### config.mk
export PLATFORM = sky130hd
export DESIGN_NAME = mips32_fetch_queue_flat
export DESIGN_NICKNAME = d
export VERILOG_FILES = /design/src/rtl/mips32_fetch_queue_if.sv /design/src/rtl/mips32_fetch_queue.sv /design/src/flat_wrapper.sv
export SDC_FILE = /design/constraint.sdc
export NUM_CORES = 1
export LEC_CHECK = 0
export CAP_MARGIN = 5
export CELL_PAD_IN_SITES_DETAIL_PLACEMENT = 0
export CELL_PAD_IN_SITES_GLOBAL_PLACEMENT = 1
export CORE_UTILIZATION = 49
export CTS_CLUSTER_SIZE = 24
export DETAILED_ROUTE_END_ITERATION = 16
export GPL_TIMING_DRIVEN = 0
export PLACE_DENSITY_LB_ADDON = 0.1
export SLEW_MARGIN = 20
export SYNTH_ARGS = -nofsm -noshare
export SYNTH_HDL_FRONTEND = slang
export SYNTH_SLANG_ARGS = --single-unit
### constraint.sdc
create_clock -name clk1 -period 13.9 [get_ports clk1]
set_input_delay 2.78 -clock clk1 [delete_from_list [all_inputs] [get_ports clk1]]
set_output_delay 2.78 -clock clk1 [all_outputs]
set_load 0.01 [all_outputs]
### src/rtl/mips32_fetch_queue_if.sv
// Fetch-queue bus bundle: the instruction-memory read port, the redirect
// input and the ID-stage valid/ready handshake. The master side is the fetch
// queue and the slave side is the memory/decode environment.
interface mips32_fetch_queue_if #(
    parameter int AW = 10
);
    logic          imem_en;
    logic [AW-1:0] imem_addr;
    logic [31:0]   imem_rdata;
    logic          redirect_valid;
    logic [31:0]   redirect_pc;
    logic          id_valid;
    logic          id_ready;
    logic [31:0]   id_ir;
    logic [31:0]   id_npc;
    logic          halted;
    logic [31:0]   pc;

    modport master (
        output imem_en, imem_addr,
        input  imem_rdata,
        input  redirect_valid, redirect_pc,
        output id_valid,
        input  id_ready,
        output id_ir, id_npc, halted, pc
    );

    modport slave (
        input  imem_en, imem_addr,
        output imem_rdata,
        output redirect_valid, redirect_pc,
        input  id_valid,
        output id_ready,
        input  id_ir, id_npc, halted, pc
    );
endinterface

### src/rtl/mips32_fetch_queue.sv
// MIPS32 instruction fetch front-end. Owns the PC, issues one word read per
// cycle while the FIFO has credit for it, buffers {IR, NPC} pairs for the ID
// stage, flushes on redirect and stops fetching once an HLT is captured.
module mips32_fetch_queue #(
    parameter int          DEPTH    = 4,
    parameter int          AW       = 10,
    parameter logic [31:0] RESET_PC = 32'h0,
    parameter logic [5:0]  HLT_OP   = 6'b111111
) (
    input  logic                  clk1,
    input  logic                  rst,
    mips32_fetch_queue_if.master  bus
);
    localparam int PW = (DEPTH > 1) ? $clog2(DEPTH) : 1;
    localparam int CW = $clog2(DEPTH + 1);

    typedef struct packed {
        logic [31:0] ir;
        logic [31:0] npc;
    } entry_t;

    entry_t          fifo_q [DEPTH];
    logic [PW-1:0]   rd_ptr;
    logic [PW-1:0]   wr_ptr;
    logic [CW-1:0]   count;
    logic            inflight;
    logic            stop;
    logic [31:0]     pc_q;
    logic [31:0]     inflight_pc;

    logic            hlt_arriving;
    logic [CW:0]     occupancy;
    logic            issue;
    logic            enq;
    logic            deq;
    logic            id_valid_w;
    entry_t          head;

    // A response is HLT when the word returned for the in-flight read carries
    // the HLT opcode; it must block the issue that would otherwise go out in
    // the same cycle.
    assign hlt_arriving = inflight && (bus.imem_rdata[31:26] == HLT_OP);

    // Credit counts buffered entries plus the read already in flight, using
    // occupancy before this cycle's dequeue.
    assign occupancy = {1'b0, count} + {{CW{1'b0}}, inflight};
    assign issue     = !rst && !stop && !bus.redirect_valid && !hlt_arriving
                       && (occupancy < (CW+1)'(DEPTH));

    // A redirect squashes both the arriving response and any handshake.
    assign enq        = inflight && !bus.redirect_valid;
    assign id_valid_w = (count != '0);
    assign deq        = id_valid_w && bus.id_ready && !bus.redirect_valid;

    assign head          = fifo_q[rd_ptr];
    assign bus.imem_en   = issue;
    assign bus.imem_addr = pc_q[AW-1:0];
    assign bus.id_valid  = id_valid_w;
    assign bus.id_ir     = head.ir;
    assign bus.id_npc    = head.npc;
    assign bus.halted    = stop;
    assign bus.pc        = pc_q;

    // Control state: PC, in-flight tracking, pointers, occupancy and HLT stop.
    always_ff @(posedge clk1) begin
        // NOTE: sequential state uses non-blocking assignments so every
        // register samples the pre-edge values regardless of statement order.
        if (rst) begin
            pc_q        <= RESET_PC;
            inflight_pc <= '0;
            inflight    <= 1'b0;
            stop        <= 1'b0;
            rd_ptr      <= '0;
            wr_ptr      <= '0;
            count       <= '0;
        end else if (bus.redirect_valid) begin
            pc_q     <= bus.redirect_pc;
            inflight <= 1'b0;
            stop     <= 1'b0;
            rd_ptr   <= '0;
            wr_ptr   <= '0;
            count    <= '0;
        end else begin
            if (issue) begin
                inflight_pc <= pc_q;
                pc_q        <= pc_q + 32'd1;
                inflight    <= 1'b1;
            end else begin
                inflight <= 1'b0;
            end

            if (enq) begin
                wr_ptr <= wr_ptr + PW'(1);
                if (hlt_arriving) begin
                    stop <= 1'b1;
                end
            end

            if (deq) begin
                rd_ptr <= rd_ptr + PW'(1);
            end

            case ({enq, deq})
                2'b10:   count <= count + CW'(1);
                2'b01:   count <= count - CW'(1);
                default: count <= count;
            endcase
        end
    end

    // FIFO storage: each response is written with its fetch address + 1.
    always_ff @(posedge clk1) begin
        // NOTE: the storage array is cleared on reset because the head slot
        // drives id_ir/id_npc directly and must read as zero after reset.
        if (rst) begin
            for (int i = 0; i < DEPTH; i++) begin
                fifo_q[i] <= '0;
            end
        end else if (enq) begin
            fifo_q[wr_ptr] <= '{ir: bus.imem_rdata, npc: inflight_pc + 32'd1};
        end
    end
endmodule

### src/flat_wrapper.sv
// flat-port wrapper written by rule: the top's interface ports become plain ports
module mips32_fetch_queue_flat 
#(
    parameter int          DEPTH    = 4,
    parameter int          AW       = 10,
    parameter logic [31:0] RESET_PC = 32'h0,
    parameter logic [5:0]  HLT_OP   = 6'b111111
)
  (clk1, rst, bus_imem_en, bus_imem_addr, bus_imem_rdata, bus_redirect_valid, bus_redirect_pc, bus_id_valid, bus_id_ready, bus_id_ir, bus_id_npc, bus_halted, bus_pc);
  mips32_fetch_queue_if #(.AW(AW)) bus_i ();
  input  logic clk1;
  input  logic rst;
  output wire logic [$bits(bus_i.imem_en)-1:0] bus_imem_en;
  output wire logic [$bits(bus_i.imem_addr)-1:0] bus_imem_addr;
  input wire logic [$bits(bus_i.imem_rdata)-1:0] bus_imem_rdata;
  input wire logic [$bits(bus_i.redirect_valid)-1:0] bus_redirect_valid;
  input wire logic [$bits(bus_i.redirect_pc)-1:0] bus_redirect_pc;
  output wire logic [$bits(bus_i.id_valid)-1:0] bus_id_valid;
  input wire logic [$bits(bus_i.id_ready)-1:0] bus_id_ready;
  output wire logic [$bits(bus_i.id_ir)-1:0] bus_id_ir;
  output wire logic [$bits(bus_i.id_npc)-1:0] bus_id_npc;
  output wire logic [$bits(bus_i.halted)-1:0] bus_halted;
  output wire logic [$bits(bus_i.pc)-1:0] bus_pc;
  assign bus_imem_en = bus_i.imem_en;
  assign bus_imem_addr = bus_i.imem_addr;
  assign bus_i.imem_rdata = bus_imem_rdata;
  assign bus_i.redirect_valid = bus_redirect_valid;
  assign bus_i.redirect_pc = bus_redirect_pc;
  assign bus_id_valid = bus_i.id_valid;
  assign bus_i.id_ready = bus_id_ready;
  assign bus_id_ir = bus_i.id_ir;
  assign bus_id_npc = bus_i.id_npc;
  assign bus_halted = bus_i.halted;
  assign bus_pc = bus_i.pc;
  mips32_fetch_queue #(.DEPTH(DEPTH), .AW(AW), .RESET_PC(RESET_PC), .HLT_OP(HLT_OP)) u_core (.clk1(clk1), .rst(rst), .bus(bus_i));
endmodule
Word-level counts from Yosys, hierarchy flattened
Memory sizes are Yosys's and may differ from the RTL's. A register that Yosys moved wholly into a read port is not among the register bits.
Cells that the tools add are included.
{ "word_totals": {"mem_bits_rw": 256, "regBits": 73, "n_memories": 1, "inputBits": 68} }
{ "mem_list": {"columns": ["memory", "depth", "word_bits", "read_ports", "rd_clocked_by_memory_dff", "wr", "line_no", "source"], "rows": [
  ["u_core.fifo_q", 4, 64, 1, 1, 4, "mips32_fetch_queue.sv:22", "entry_t fifo_q [DEPTH];"]
]} }
{ "op_classes": {"mux": 14, "reduce_logical": 19, "bitwise": 1, "eq_ne": 3, "n_lt_le_gt_ge": 1, "add_sub_neg": 7} }
{ "ops": {"columns": ["operator", "n"], "rows": [
  ["$add 32x1->32 const B", 2],
  ["$mux 32", 2],
  ["$mux 64", 1],
  ["$reduce_or 64->1", 1],
  ["$logic_and 1x1->1", 8],
  ["$mux 1", 7],
  ["$eq 6x6->1 const B", 1],
  ["$mux 2", 3],
  ["$pmux 3 s2", 1],
  ["$add 2x1->2 const B", 2],
  ["$add 3x1->4", 1],
  ["$logic_not 1->1", 4],
  ["$lt 4x3->1 const B", 1],
  ["$reduce_and 2->1", 2],
  ["$reduce_bool 2->1", 2],
  ["$add 3x1->3 const B", 1],
  ["$reduce_bool 3->1", 1],
  ["$sub 3x1->3 const B", 1],
  ["$eq 2x1->1 const B", 1],
  ["$eq 2x2->1 const B", 1],
  ["$reduce_or 2->1", 1],
  ["$not 1->1", 1]
]} }

Depth between registers and ports, before layout
{ "logic_depth": {"depth_word": 7, "mapped_depth": 10} }

Least setup slack after synthesis
Ideal clock, no wire load.
{ "synth_path": {"path_kind": "input-to-reg", "from": "input port bus_redirect_valid", "to": "memory u_core.fifo_q[3][0] (netlist bit), enable pin", "n_path_buf": 0, "cell_stages": 3, "slack_ps": 5771, "t_arrival_ps": 7555, "setup_time_ps": 574, "cell_sequence": "nor2_1 > inv_1 > o21ai_0"} }
{ "synth_lines": {"columns": ["element", "line_no", "source"], "rows": [
  ["from (decl)", "flat_wrapper.sv:16", "input wire logic [$bits(bus_i.redirect_valid)-1:0] bus_redirect_valid;"],
  ["to (decl)", "mips32_fetch_queue.sv:22", null]
]} }

Worst setup path after layout
{ "layout_path": {"from": "input port rst", "to": "output port bus_imem_en"} }
{ "layout_via": {"elab_chain_len": 5} }
{ "layout_lines": {"columns": ["element", "line_no", "source"], "rows": [
  ["from (decl)", "flat_wrapper.sv:12", "input logic rst;"],
  ["$logic_not 1->1", "mips32_fetch_queue.sv:47", "assign issue = !rst && !stop && !bus.redirect_valid && !hlt_arriving"],
  ["$logic_and 1x1->1 (3 in series)", "mips32_fetch_queue.sv:47", null],
  ["$logic_and 1x1->1", "mips32_fetch_queue.sv:48", "&& (occupancy < (CW+1)'(DEPTH));"],
  ["to (decl)", "flat_wrapper.sv:13", "output wire logic [$bits(bus_i.imem_en)-1:0] bus_imem_en;"]
]} }
Every way passes these cells.

==> qor.csv <==
stage;metric;value;unit
status;status;finished clean;
sta;finalCritPeriodShare;0.5913;
synthesis;synth_edf_count;256;
clocking;cts-buffers-inserted;36;
sta;fin_tns_setup;0;ns
global_routing;globalRoute.totalOverflow;0;
sta;rsz0062_at_grt;no;
synthesis;synthSimpleGateAreaFrac;0.1583;
synthesis;post_synth_num_cell_types;56;
clocking;clock_latency;0.52;ns
cells_and_area;post_route_cells_drive_above_1_share;0.1049;
critical_path;r2r_cells;9;
floorplan;die-area;30690;µm²
power_and_ir_drop;p_int;1715;µW
sta;worst_pin_slew;0.9865;ns
placed_design;dp_slack;5.727;ns
global_routing;grt_pass1_wl;57430;µm
floorplan;die_w;175.2;µm
synthesis;yosys.area.top_type;edfxtp_1;
cells_and_area;syn2layout_area_growth;24.15;%
sta;max_slew_margin;0.3373;
global_routing;track_usage;0.2438;
critical_path;cp_max_fo;10;
clocking;cts.htree.levels;2;
hold_path;worstHoldStart;u_core.inflight_pc[12]$_SDFFE_PP0P_;
synthesis;synth_mux_area_frac;0.09951;
critical_path;path_buf_inv;5;
routing;avgRoutedWirePerCell;19.83;µm
sta;worst_slack;5.681;ns
hold_path;hold_path_end;u_core.inflight_pc[12]$_SDFFE_PP0P_;
synthesis;synthFlopType;edfxtp_1;
cells_and_area;nets;1503;
power_and_ir_drop;power_density;120.9;nW/µm²
critical_path;critical_path_cell_count;8;
power_and_ir_drop;total_leakage_power;0.006264;µW
global_routing;antenna_found_initial;0;
synthesis;netlist_area;14700;µm²
critical_path;r2r_setup_slack;10.27;ns
power_and_ir_drop;power.share.sequential;0.509;
clocking;cts_root_buf;clkbuf_16;
synthesis;yosys-top-cells-area;edfxtp_1, dfxtp_1, mux4_2;
critical_path;critPathMaxStageDelay;0.60;ns
cells_and_area;fin_util;0.6173;
global_routing;grt_max_degree;40;
critical_path;rr_startpoint;u_core.inflight$_SDFF_PP0_;
synthesis;syn_nets;1283;
routing;drc;0;
sta;hold_violations;0;
power_and_ir_drop;swShare;0.2225;
synthesis;ys_seq_elements;331;
critical_path;path_class;in -> out;
power_and_ir_drop;power_frac_clock;0.419;
placed_design;hpwl;24900;µm
routing;initialDrtViolationCount;1094;
cells_and_area;insertedDiodeCount;0;
critical_path;cp_common_cell;clkdlybuf4s50_1;
synthesis;synth_common_cells;edfxtp_1, nor2_1, nand2_1;
clocking;path_clk_slew;0.06;ns
critical_path;critPathSlowestCell;clkdlybuf4s50_1;
global_routing;grt_pass1_vias;10320;
placed_design;port_buffers;176;
sta;setup_viol;0;
synthesis;synth_xor_area_frac;0.02145;
hold_path;min_delay_path_depth;2;
sta;period_minus_slack;8.219;ns
floorplan;start_util;0.4972;
clocking;post_cts_resized;0;
critical_path;worstSetupEndpointType;output port;
critical_path;arrival;5.44;ns
synthesis;yosys.area_share.adder;0.003916;
synthesis;yosysMostFrequentCell;edfxtp_1;
clocking;clock_sinks;331;
synthesis;syn_area_per_cell;12.14;µm²
floorplan;coreArea;29560;µm²
synthesis;synth_top_area_share;0.5230;
routing;vias;10240;
routing;wirelength;36640;µm
hold_path;min_path_type;reg -> reg;
power_and_ir_drop;ir_worst_vdd;0.00007753;V
floorplan;fp-row-count;63;
sta;slew_viol_final;0;
power_and_ir_drop;pwr-share-comb;0.072;
floorplan;die_height;175.2;µm
clocking;cts_hold_buf;0;
synthesis;synth_cells;1211;
critical_path;crit_family;buffers and inverters;
synthesis;synth_top_family_by_area;simple AND/OR/NAND/NOR gates;
critical_path;reg2reg_to;u_core.fifo_q[0][43]$_SDFFCE_PN0P_;
job;drv_cap;0;
critical_path;path_cells;clkdlybuf4s50_1, or4_4, a31oi_4, nand2_2, buf_6, inv_2, buf_2, clkdlybuf4s50_1;
clocking;cts_buffer_depth;3;
critical_path;startpoint;rst;
sta;fin_skew;0.01834;ns
synthesis;synthArstFlopShare;0;
routing;ant_nets;0;
critical_path;cp.required;11.12;ns
power_and_ir_drop;p_sw;491.0;µW
synthesis;yosysSeqAreaShare;0.6252;
routing;drt-pass1-iter-count;5;
routing;via_per_inst;5.542;
synthesis;synth_compound_area_frac;0.05108;
floorplan;io_pins;177;
critical_path;worst_setup_path_start_kind;primary input;
clocking;cts_tree;yes;
clocking;postCtsSetupRepairBufs;0;
synthesis;synth_warnings;0;
placed_design;place.gp.congestion;0.8714;
sta;max_freq;121.7;MHz
## stage by stage
step	power [µW]	area, µm²	instances	hold slack [ns]
floorplan	1211	14700	1211	0.4488
CTS	2221	18250	1848	0.4795
global placement	1302	16950	1777	0.4651
detailed placement	1304	17120	1783	0.4716
global route	2273	18250	1848	0.5070
finish	2207	18250	1848	0.4810
## worst max-delay path by stage
stage	slack [ns]	endpoint
2_1_floorplan	5.77	u_core.fifo_q[3][0]$_DFFE_PP_
3_3_place_gp	1.15	u_core.fifo_q[3][18]$_DFFE_PP_
3_5_place_dp	5.73	bus_imem_en
4_1_cts	5.71	bus_imem_en
5_1_grt	5.60	bus_imem_en
6_report	5.68	bus_imem_en
## registers in the layout, summed over array words and instances, names as in the netlist, named ones only
| name | cells |
|---|---|
| u_core.fifo_q | 256 |
| u_core.bus.pc | 32 |
| u_core.inflight_pc | 32 |
| u_core.count | 3 |
| u_core.rd_ptr | 2 |
| u_core.wr_ptr | 2 |
| u_core.bus.halted | 1 |
| u_core.inflight | 1 |
## worst register-to-register path, cell delays in order (launching register included)
cell and delay (ns):
dfxtp_1 0.30, clkbuf_1 0.43, inv_1 0.19, nor2_1 0.27, nand2_1 0.28, or3_1 0.39
clkbuf_1 0.21, clkbuf_1 0.34, nand2_4 0.61, buf_12 0.30
## per-layer routing
layer  up-vias  wire length (µm)  part of all wire  track usage
li1       4824                 -                 -            -
met1      5005             16730              0.46       0.3474
met2       351             17080              0.47       0.3953
met3        61              2028             0.055      0.03264
met4         0               801             0.022      0.06304
met5         -                 0                 0            0
## cell usage in the layout, fill, tap and decap left out, drive strengths merged, types with 3 or more instances in the layout
cell type,Yosys,routed
a211oi,3,3
a21oi,43,43
a22oi,5,5
a31oi,23,23
and2,37,37
and3,5,5
and4,8,8
buf,27,33
bufinv,0,3
clkbuf,56,102
clkdlybuf4s50,0,176
clkinv,0,13
dfxtp,75,75
edfxtp,256,256
ha,3,3
inv,61,63
mux4,64,64
nand2,160,160
nand2b,4,4
nand3,25,25
nand4,15,15
nor2,206,206
nor3,13,13
nor4,12,12
o211ai,7,7
o21ai,7,7
o311ai,10,10
or2,3,3
or3,11,11
or4,12,12
xnor2,21,21
xor2,15,15
## power by group through the flow
stage	Sequential [µW]	Clock [µW]	Combinational, µW
5_1_grt	1130	975	170
2_1_floorplan	1140	0	69.9
6_report	1120	924	159
4_1_cts	1120	937	160
3_5_place_dp	1140	0	159
3_3_place_gp	1150	0	153
## cells by family (layout without fill, tap and decap cells)
family | Yosys count | in the layout
AOI/OAI and AO/OA | 114 | 114
and+or+nand+nor | 516 | 516
buffers and inverters | 144 | 391
adders and majority gates | 4 | 4
muxes | 66 | 66
DFF | 331 | 331
xor gates and xnor gates | 36 | 36
## layout make-up
cell class / count / area, µm²
clock inverter: 19 / 185.2
tap: 390 / 488.0
buffer: 83 / 366.6
clock buffer: 46 / 938.4
timing repair buffer: 182 / 1904
sequential: 331 / 9189
multi-input combinational: 736 / 4947
fill: 2386 / 11310
inverter: 61 / 229.0
No activity file was read; power rests on OpenSTA's default activity.
